<file path="config.mk">
export PLATFORM = sky130hd
export DESIGN_NAME = pic_exec_ctrl
export DESIGN_NICKNAME = d
export VERILOG_FILES = /design/src/rtl/pic_exec_ctrl_pkg.sv /design/src/rtl/pic_exec_ctrl_inst_decode.sv /design/src/rtl/pic_exec_ctrl.sv
export SDC_FILE = /design/constraint.sdc
export NUM_CORES = 1
export LEC_CHECK = 0
export CAP_MARGIN = 15
export CORE_ASPECT_RATIO = 1.5
export CORE_MARGIN = 1.5
export CORE_UTILIZATION = 50
export DETAILED_ROUTE_END_ITERATION = 10
export PLACE_DENSITY = 0.81
export SLEW_MARGIN = 25
export SYNTH_ARGS = -nofsm -noshare
export SYNTH_HDL_FRONTEND = slang
export SYNTH_SLANG_ARGS = --single-unit
export TNS_END_PERCENT = 30
</file>
<file path="constraint.sdc">
create_clock -name clk -period 7.7 [get_ports clk]
set_input_delay 1.155 -clock clk [delete_from_list [all_inputs] [get_ports clk]]
set_output_delay 1.155 -clock clk [all_outputs]
set_load 0.05 [all_outputs]
</file>
<file path="src/rtl/pic_exec_ctrl_pkg.sv">
// Shared opcode fields, ALU function codes and control-word types for the PIC16C5x sequencer.
// Latency: none (declarations only); no backpressure.
package pic_exec_ctrl_pkg;

    localparam int INST_WIDTH     = 12;
    localparam int ALU_FUNC_WIDTH = 5;
    localparam int ALU_DATA_WIDTH = 8;
    localparam int PC_WIDTH       = 9;

    localparam logic [ALU_FUNC_WIDTH-1:0] ALU_IDLE  = 5'd0;
    localparam logic [ALU_FUNC_WIDTH-1:0] ALU_ADDWF = 5'd1;
    localparam logic [ALU_FUNC_WIDTH-1:0] ALU_SUBWF = 5'd2;
    localparam logic [ALU_FUNC_WIDTH-1:0] ALU_ANDWF = 5'd3;
    localparam logic [ALU_FUNC_WIDTH-1:0] ALU_IORWF = 5'd4;
    localparam logic [ALU_FUNC_WIDTH-1:0] ALU_XORWF = 5'd5;
    localparam logic [ALU_FUNC_WIDTH-1:0] ALU_COMF  = 5'd6;
    localparam logic [ALU_FUNC_WIDTH-1:0] ALU_DECF  = 5'd7;
    localparam logic [ALU_FUNC_WIDTH-1:0] ALU_INCF  = 5'd8;
    localparam logic [ALU_FUNC_WIDTH-1:0] ALU_MOVF  = 5'd9;
    localparam logic [ALU_FUNC_WIDTH-1:0] ALU_RRF   = 5'd10;
    localparam logic [ALU_FUNC_WIDTH-1:0] ALU_RLF   = 5'd11;
    localparam logic [ALU_FUNC_WIDTH-1:0] ALU_SWAPF = 5'd12;
    localparam logic [ALU_FUNC_WIDTH-1:0] ALU_BCF   = 5'd13;
    localparam logic [ALU_FUNC_WIDTH-1:0] ALU_BSF   = 5'd14;
    localparam logic [ALU_FUNC_WIDTH-1:0] ALU_ANDLW = 5'd15;
    localparam logic [ALU_FUNC_WIDTH-1:0] ALU_IORLW = 5'd16;
    localparam logic [ALU_FUNC_WIDTH-1:0] ALU_XORLW = 5'd17;

    // File-register opcodes live in inst[11:6]
    localparam logic [5:0] OP_SUBWF  = 6'b000010;
    localparam logic [5:0] OP_DECF   = 6'b000011;
    localparam logic [5:0] OP_IORWF  = 6'b000100;
    localparam logic [5:0] OP_ANDWF  = 6'b000101;
    localparam logic [5:0] OP_XORWF  = 6'b000110;
    localparam logic [5:0] OP_ADDWF  = 6'b000111;
    localparam logic [5:0] OP_MOVF   = 6'b001000;
    localparam logic [5:0] OP_COMF   = 6'b001001;
    localparam logic [5:0] OP_INCF   = 6'b001010;
    localparam logic [5:0] OP_DECFSZ = 6'b001011;
    localparam logic [5:0] OP_RRF    = 6'b001100;
    localparam logic [5:0] OP_RLF    = 6'b001101;
    localparam logic [5:0] OP_SWAPF  = 6'b001110;
    localparam logic [5:0] OP_INCFSZ = 6'b001111;

    // Bit, literal and branch opcodes live in inst[11:8]
    localparam logic [3:0] OP_BCF   = 4'b0100;
    localparam logic [3:0] OP_BSF   = 4'b0101;
    localparam logic [3:0] OP_BTFSC = 4'b0110;
    localparam logic [3:0] OP_BTFSS = 4'b0111;
    localparam logic [3:0] OP_RETLW = 4'b1000;
    localparam logic [3:0] OP_CALL  = 4'b1001;
    localparam logic [3:0] OP_GOTO0 = 4'b1010;
    localparam logic [3:0] OP_GOTO1 = 4'b1011;
    localparam logic [3:0] OP_MOVLW = 4'b1100;
    localparam logic [3:0] OP_IORLW = 4'b1101;
    localparam logic [3:0] OP_ANDLW = 4'b1110;
    localparam logic [3:0] OP_XORLW = 4'b1111;

    typedef enum logic [1:0] {
        Q1 = 2'd0,
        Q2 = 2'd1,
        Q3 = 2'd2,
        Q4 = 2'd3
    } phase_t;

    typedef struct packed {
        logic [ALU_FUNC_WIDTH-1:0] aluFunc;
        logic                      zeroW;
        logic                      zeroF;
        logic                      wrW;
        logic                      wrF;
        logic                      wrStatus;
        logic                      pcLoad;
        logic                      pcSrcStack;
        logic                      stackPush;
        logic                      stackPop;
        logic                      optionWr;
        logic                      trisWr;
        logic                      sleep;
        logic                      clrwdt;
        logic                      skipZero;
        logic                      skipBitClr;
        logic                      skipBitSet;
        logic [PC_WIDTH-1:0]       pcLoadAddr;
    } ctrl_t;

    typedef struct packed {
        logic wrW;
        logic wrF;
        logic wrStatus;
        logic pcInc;
        logic pcLoad;
        logic pcSrcStack;
        logic stackPush;
        logic stackPop;
        logic optionWr;
        logic trisWr;
        logic sleep;
        logic clrwdt;
    } strobe_t;

    function automatic logic [ALU_FUNC_WIDTH-1:0] fileAluFunc(input logic [5:0] op);
        logic [ALU_FUNC_WIDTH-1:0] f;
        case (op)
            OP_SUBWF:  f = ALU_SUBWF;
            OP_DECF:   f = ALU_DECF;
            OP_IORWF:  f = ALU_IORWF;
            OP_ANDWF:  f = ALU_ANDWF;
            OP_XORWF:  f = ALU_XORWF;
            OP_ADDWF:  f = ALU_ADDWF;
            OP_MOVF:   f = ALU_MOVF;
            OP_COMF:   f = ALU_COMF;
            OP_INCF:   f = ALU_INCF;
            OP_DECFSZ: f = ALU_DECF;
            OP_RRF:    f = ALU_RRF;
            OP_RLF:    f = ALU_RLF;
            OP_SWAPF:  f = ALU_SWAPF;
            OP_INCFSZ: f = ALU_INCF;
            default:   f = ALU_IDLE;
        endcase
        return f;
    endfunction

    // SWAPF and the skip variants leave STATUS untouched
    function automatic logic fileSetsStatus(input logic [5:0] op);
        return !(op == OP_SWAPF || op == OP_DECFSZ || op == OP_INCFSZ);
    endfunction

endpackage

</file>
<file path="src/rtl/pic_exec_ctrl_inst_decode.sv">
// pic_inst_decode: purely combinational instruction word -> control word.
// Latency: zero cycles; no backpressure.
module pic_inst_decode
    import pic_exec_ctrl_pkg::*;
(
    input  logic [INST_WIDTH-1:0] inst,
    output ctrl_t                 ctrl
);

    logic [5:0] fileOp;
    logic       isFile;

    assign fileOp = inst[11:6];
    // SUBWF..INCFSZ occupy inst[11:6] = 000010..001111
    assign isFile = (inst[11:10] == 2'b00) && (inst[9:7] != 3'b000);

    always_comb begin
        ctrl = '0;
        ctrl.aluFunc = ALU_IDLE;
        if (isFile) begin
            ctrl.aluFunc  = fileAluFunc(fileOp);
            ctrl.wrW      = !inst[5];
            ctrl.wrF      = inst[5];
            ctrl.wrStatus = fileSetsStatus(fileOp);
            ctrl.skipZero = (fileOp == OP_DECFSZ) || (fileOp == OP_INCFSZ);
        end else begin
            case (inst[11:8])
                4'b0000: begin
                    case (inst[6:5])
                        2'b00: begin
                            case (inst[4:0])
                                5'd2:               ctrl.optionWr = 1'b1;
                                5'd3:               ctrl.sleep    = 1'b1;
                                5'd4:               ctrl.clrwdt   = 1'b1;
                                5'd5, 5'd6, 5'd7:   ctrl.trisWr   = 1'b1;
                                default:            ;
                            endcase
                        end
                        2'b01: begin
                            ctrl.aluFunc = ALU_IORWF;
                            ctrl.zeroF   = 1'b1;
                            ctrl.wrF     = 1'b1;
                        end
                        2'b10: begin
                            ctrl.aluFunc  = ALU_ANDWF;
                            ctrl.zeroW    = 1'b1;
                            ctrl.wrW      = 1'b1;
                            ctrl.wrStatus = 1'b1;
                        end
                        default: begin
                            ctrl.aluFunc  = ALU_ANDWF;
                            ctrl.zeroW    = 1'b1;
                            ctrl.wrF      = 1'b1;
                            ctrl.wrStatus = 1'b1;
                        end
                    endcase
                end
                OP_BCF: begin
                    ctrl.aluFunc = ALU_BCF;
                    ctrl.wrF     = 1'b1;
                end
                OP_BSF: begin
                    ctrl.aluFunc = ALU_BSF;
                    ctrl.wrF     = 1'b1;
                end
                OP_BTFSC: begin
                    ctrl.aluFunc    = ALU_MOVF;
                    ctrl.skipBitClr = 1'b1;
                end
                OP_BTFSS: begin
                    ctrl.aluFunc    = ALU_MOVF;
                    ctrl.skipBitSet = 1'b1;
                end
                OP_RETLW: begin
                    ctrl.aluFunc    = ALU_IORLW;
                    ctrl.zeroW      = 1'b1;
                    ctrl.wrW        = 1'b1;
                    ctrl.stackPop   = 1'b1;
                    ctrl.pcLoad     = 1'b1;
                    ctrl.pcSrcStack = 1'b1;
                end
                OP_CALL: begin
                    ctrl.pcLoad     = 1'b1;
                    ctrl.stackPush  = 1'b1;
                    ctrl.pcLoadAddr = {1'b0, inst[7:0]};
                end
                OP_GOTO0, OP_GOTO1: begin
                    ctrl.pcLoad     = 1'b1;
                    ctrl.pcLoadAddr = inst[8:0];
                end
                OP_MOVLW: begin
                    ctrl.aluFunc = ALU_IORLW;
                    ctrl.zeroW   = 1'b1;
                    ctrl.wrW     = 1'b1;
                end
                OP_IORLW: begin
                    ctrl.aluFunc  = ALU_IORLW;
                    ctrl.wrW      = 1'b1;
                    ctrl.wrStatus = 1'b1;
                end
                OP_ANDLW: begin
                    ctrl.aluFunc  = ALU_ANDLW;
                    ctrl.wrW      = 1'b1;
                    ctrl.wrStatus = 1'b1;
                end
                OP_XORLW: begin
                    ctrl.aluFunc  = ALU_XORLW;
                    ctrl.wrW      = 1'b1;
                    ctrl.wrStatus = 1'b1;
                end
                default: ;
            endcase
        end
    end

endmodule

</file>
<file path="src/rtl/pic_exec_ctrl.sv">
// PIC16C5x Q1-Q4 sequencer: latches an instruction on Q4->Q1, ALU enable in Q3, write/PC strobes in Q4.
// Latency: instruction sampled at edge N writes during clock N+4; free-running, no backpressure.
module pic_exec_ctrl
    import pic_exec_ctrl_pkg::*;
(
    input  logic                      clk,
    input  logic                      rst_n,
    input  logic [INST_WIDTH-1:0]     instIn,
    input  logic [ALU_DATA_WIDTH-1:0] aluResultIn,
    output logic [1:0]                qPhaseOut,
    output logic [ALU_FUNC_WIDTH-1:0] aluFuncOut,
    output logic                      aluEnOut,
    output logic [ALU_DATA_WIDTH-1:0] litOut,
    output logic [2:0]                bitSelOut,
    output logic [4:0]                fAddrOut,
    output logic                      zeroWOut,
    output logic                      zeroFOut,
    output logic                      wrWOut,
    output logic                      wrFOut,
    output logic                      wrStatusOut,
    output logic                      pcIncOut,
    output logic                      pcLoadOut,
    output logic                      pcSrcStackOut,
    output logic [PC_WIDTH-1:0]       pcLoadAddrOut,
    output logic                      stackPushOut,
    output logic                      stackPopOut,
    output logic                      optionWrOut,
    output logic                      trisWrOut,
    output logic                      sleepOut,
    output logic                      clrwdtOut
);

    phase_t                  phase, phaseNext;
    ctrl_t                   ctrl, ctrlNext;
    strobe_t                 strobe, strobeNext;
    logic [7:0]              irLit;
    logic [INST_WIDTH-1:0]   irNext;
    logic                    flush;
    logic                    flushNext;
    logic                    skip;
    logic                    bitVal;
    logic                    aluEn;

    always_ff @(posedge clk or negedge rst_n) begin
        if (!rst_n) phase <= Q1;
        else        phase <= phaseNext;
    end

    always_comb begin
        phaseNext = Q1;
        case (phase)
            Q1:      phaseNext = Q2;
            Q2:      phaseNext = Q3;
            Q3:      phaseNext = Q4;
            default: phaseNext = Q1;
        endcase
    end

    // A flushed cycle holds a NOP, so it can never request another skip
    assign bitVal    = aluResultIn[irLit[7:5]];
    assign skip      = !flush && ((ctrl.skipZero   && (aluResultIn == '0)) ||
                                  (ctrl.skipBitClr && !bitVal) ||
                                  (ctrl.skipBitSet && bitVal));
    assign flushNext = skip || ctrl.pcLoad;
    assign irNext    = flushNext ? '0 : instIn;

    pic_inst_decode u_decode (
        .inst (irNext),
        .ctrl (ctrlNext)
    );

    always_comb begin
        strobeNext            = '0;
        strobeNext.wrW        = ctrl.wrW;
        strobeNext.wrF        = ctrl.wrF;
        strobeNext.wrStatus   = ctrl.wrStatus;
        strobeNext.pcInc      = !ctrl.pcLoad;
        strobeNext.pcLoad     = ctrl.pcLoad;
        strobeNext.pcSrcStack = ctrl.pcSrcStack;
        strobeNext.stackPush  = ctrl.stackPush;
        strobeNext.stackPop   = ctrl.stackPop;
        strobeNext.optionWr   = ctrl.optionWr;
        strobeNext.trisWr     = ctrl.trisWr;
        strobeNext.sleep      = ctrl.sleep;
        strobeNext.clrwdt     = ctrl.clrwdt;
    end

    always_ff @(posedge clk or negedge rst_n) begin
        if (!rst_n) begin
            irLit  <= '0;
            ctrl   <= '0;
            flush  <= 1'b0;
            aluEn  <= 1'b0;
            strobe <= '0;
        end else begin
            if (phase == Q4) begin
                irLit <= irNext[7:0];
                ctrl  <= ctrlNext;
                flush <= flushNext;
            end
            aluEn  <= (phase == Q2);
            strobe <= (phase == Q3) ? strobeNext : '0;
        end
    end

    assign qPhaseOut     = phase;
    assign aluFuncOut    = ctrl.aluFunc;
    assign aluEnOut      = aluEn;
    assign litOut        = irLit;
    assign bitSelOut     = irLit[7:5];
    assign fAddrOut      = irLit[4:0];
    assign zeroWOut      = ctrl.zeroW;
    assign zeroFOut      = ctrl.zeroF;
    assign pcLoadAddrOut = ctrl.pcLoadAddr;
    assign wrWOut        = strobe.wrW;
    assign wrFOut        = strobe.wrF;
    assign wrStatusOut   = strobe.wrStatus;
    assign pcIncOut      = strobe.pcInc;
    assign pcLoadOut     = strobe.pcLoad;
    assign pcSrcStackOut = strobe.pcSrcStack;
    assign stackPushOut  = strobe.stackPush;
    assign stackPopOut   = strobe.stackPop;
    assign optionWrOut   = strobe.optionWr;
    assign trisWrOut     = strobe.trisWr;
    assign sleepOut      = strobe.sleep;
    assign clrwdtOut     = strobe.clrwdt;

endmodule

</file>
==> impl_metrics.toml <==
[die]
initial_utilization_pct = 52.9
design.portCount = 69
core_sq_um = 5200
die_area_sq_um = 5970
row_count = 32
die_h_microns = 93.9
die_width_microns = 63.6

[yosys]
seq_area_frac_synth_pct = 47.3
ys_ff_latch = 52
syn_area_per_cell_sq_um = 10.3
synth-edff-count = 0
netlist_area_sq_um = 2750
ys_types = 46
synth_async_sr_flop_share_pct = 100
yosys_warnings = 0
synthFlopType = "dfrtp_1"
synth_nets = 298
syn_inst = 268

[timing]
setup_tns_ps = 0
period_minus_slack_ps = 3990
max_freq_ghz = 0.251
hold_viol = 0
clock_skew_ps = 8.57
slew_headroom_pct = 38.8
drv_slew = 0
rsz0062_at_grt = "false"
post-route-period-util_pct = 51.8
hold_slack_ps = 489
setup_violations = 0
setup_slack_ps = 3710
tightest_slew_ps = 917

[grt]
grt_usage_pct = 21.3
grt_overflow_total = 0
grt_pass1_vias = 2024
grt_pass1_wl_mm = 9.80
antenna_found_initial = 0
grt_max_degree = 53

[detailed_routing]
detailroute.via_count = 2094
totalWireLength_mm = 6.02
viasPerCell = 5.64
ant_nets = 0
drt_iter0_drc = 93
drt_drc_violations_left = 0
wire_per_inst_microns = 16.2
first_pass_iters = 4

[power_and_ir_drop]
vdd_drop_max_mv = 0.115
power_density_nw_per_um2 = 177
leakagePower_nw = 1.38

[flow_run]
cap_violations = 0

[layout]
final_cell_mix = "clkdlybuf4s50_1, dfrtp_1, o2bb2ai_1, nand2_1, inv_1"
fillers = 436
drive_gt1_share_pct = 7.92
final_cells = 371
postLayoutCellArea_sq_um = 3370
diodes = 0
nets = 332
area_growth_syn_to_layout_pct = 22.5
layout_commonest_cell = "clkdlybuf4s50_1"

[placed_design]
placed_area_sq_um = 3280
gp_congestion = 0.947
io_buffers = 68
placed_cells = 363
place_worst_setup_slack_ps = 3430
place_hpwl_mm = 4.13

[cts]
clock_latency_ps = 310
root_buffer = "clkbuf_8"
h-tree-depth = 2
clockBufferDepth = 2
cts_setup_buffers = 0
tritoncts = "done"
cts-resized-gates = 0
cts.sinks = 52
cts_hold_buf = 0
clk_pin_slew_ps = 100
cts_made_buffers = 5

[worst_setup_path]
start_kind = "input pin"
reg2reg_depth = 11
crit_required_ps = 7880
crit_path_end_kind = "register"
cp.arrival_ps = 4160
worstSetupPathType = "in2reg"
path_max_fanout = 6

[worst_hold_path]
hold_depth = 1
hold_path_class = "reg2reg"

[outcome]
outcome = "finished clean"
synthesized netlist by cell type, drive strengths merged, types with 7 or more instances:
cell type	n	area share [%]
dfrtp	52	47
buf	29	7.5
o2bb2ai	22	7.0
nand2	21	2.9
inv	19	2.6
nor2	16	2.3
clkbuf	14	1.9
o32ai	12	4.1
and2	10	2.3
a21oi	8	1.5
ha	8	3.6
nor2b	7	1.6
critical path, cell delays in order:
cell and delay [ps]:
clkdlybuf4s50_1 430, mux4_2 470, mux2i_1 210, mux2i_1 250, a21oi_2 100, nor2b_1 200
ha_1 270, or3b_2 470, a22oi_1 160, nor2_1 60, nor4_1 250, o32ai_1 120
state kept, by name, summed over array words and instances, names as in the netlist:
| name | count |
|---|---|
| pcIncOut | 1 |
| wrFOut | 1 |
| optionWrOut | 1 |
| pcSrcStackOut | 1 |
| aluEnOut | 1 |
| stackPushOut | 1 |
| flush | 1 |
| pcLoadOut | 1 |
| aluFuncOut | 5 |
| ctrl | 13 |
| trisWrOut | 1 |
| zeroFOut | 1 |
| wrWOut | 1 |
| litOut | 8 |
| zeroWOut | 1 |
| clrwdtOut | 1 |
| wrStatusOut | 1 |
| sleepOut | 1 |
| pcLoadAddrOut | 9 |
| qPhaseOut | 2 |
per-stage QoR:
step	total power, W	utilization, %
after global placement	0.000439	62.9
after CTS	0.000603	64.8
after detailed placement	0.000442	63.0
after floorplan	0.000399	-
final	0.000597	64.8
after global routing	0.000623	64.8
routing by layer:
layer | track usage, % | share of wire, %
met5 | 0 | 0
met4 | 10.1 | 2.2
met3 | 3.12 | 2.8
met2 | 36.8 | 54
met1 | 25.9 | 41
report_power, final:
part	internal [W]	switching [W]	leakage, nW	total [W]
registers	0.000285	0.00000946	0.693	0.000294
logic	0.0000517	0.0000901	0.636	0.000142
clock network	0.0000668	0.0000945	0.0463	0.000161
layout make-up:
type	instances	area, sq um	area share (%)
clock buffers	5	68.8	2.04
clock inverters	3	27.5	0.816
inverters	19	71.3	2.11
multi-input cells	154	1130	33.4
flip-flops and latches	52	1300	38.6
well taps	68	85.1	2.52
repair buffers	70	693	20.5
worst paths after layout:
path	startpoint	end	slack, ps
min in group asynchronous	rst_n	aluFuncOut[3]$_DFFE_PN0N_	860
worst max register to register	litOut[5]$_DFFE_PN0N_	ctrl[20]$_DFFE_PN0N_	4480
worst min-delay path	ctrl[21]$_DFFE_PN0N_	ctrl[21]$_DFFE_PN0N_	490
worst min register to register	ctrl[21]$_DFFE_PN0N_	ctrl[21]$_DFFE_PN0N_	490
worst max-delay path	aluResultIn[7]	ctrl[20]$_DFFE_PN0N_	3710
max in group asynchronous	rst_n	zeroWOut$_DFFE_PN0N_	6410
kinds of logic (layout without fill, tap and decap cells):
family	after synthesis	after routing	synth area share (%)
and+or+nand+nor	76	76	15.0
AOI/OAI and AO/OA	64	64	18.5
buffers and inverters	62	97	12.0
DFF	52	52	47.3
adders and majority gates	8	8	3.63
muxes	6	6	3.59
Power figures use the tool's default switching activity.
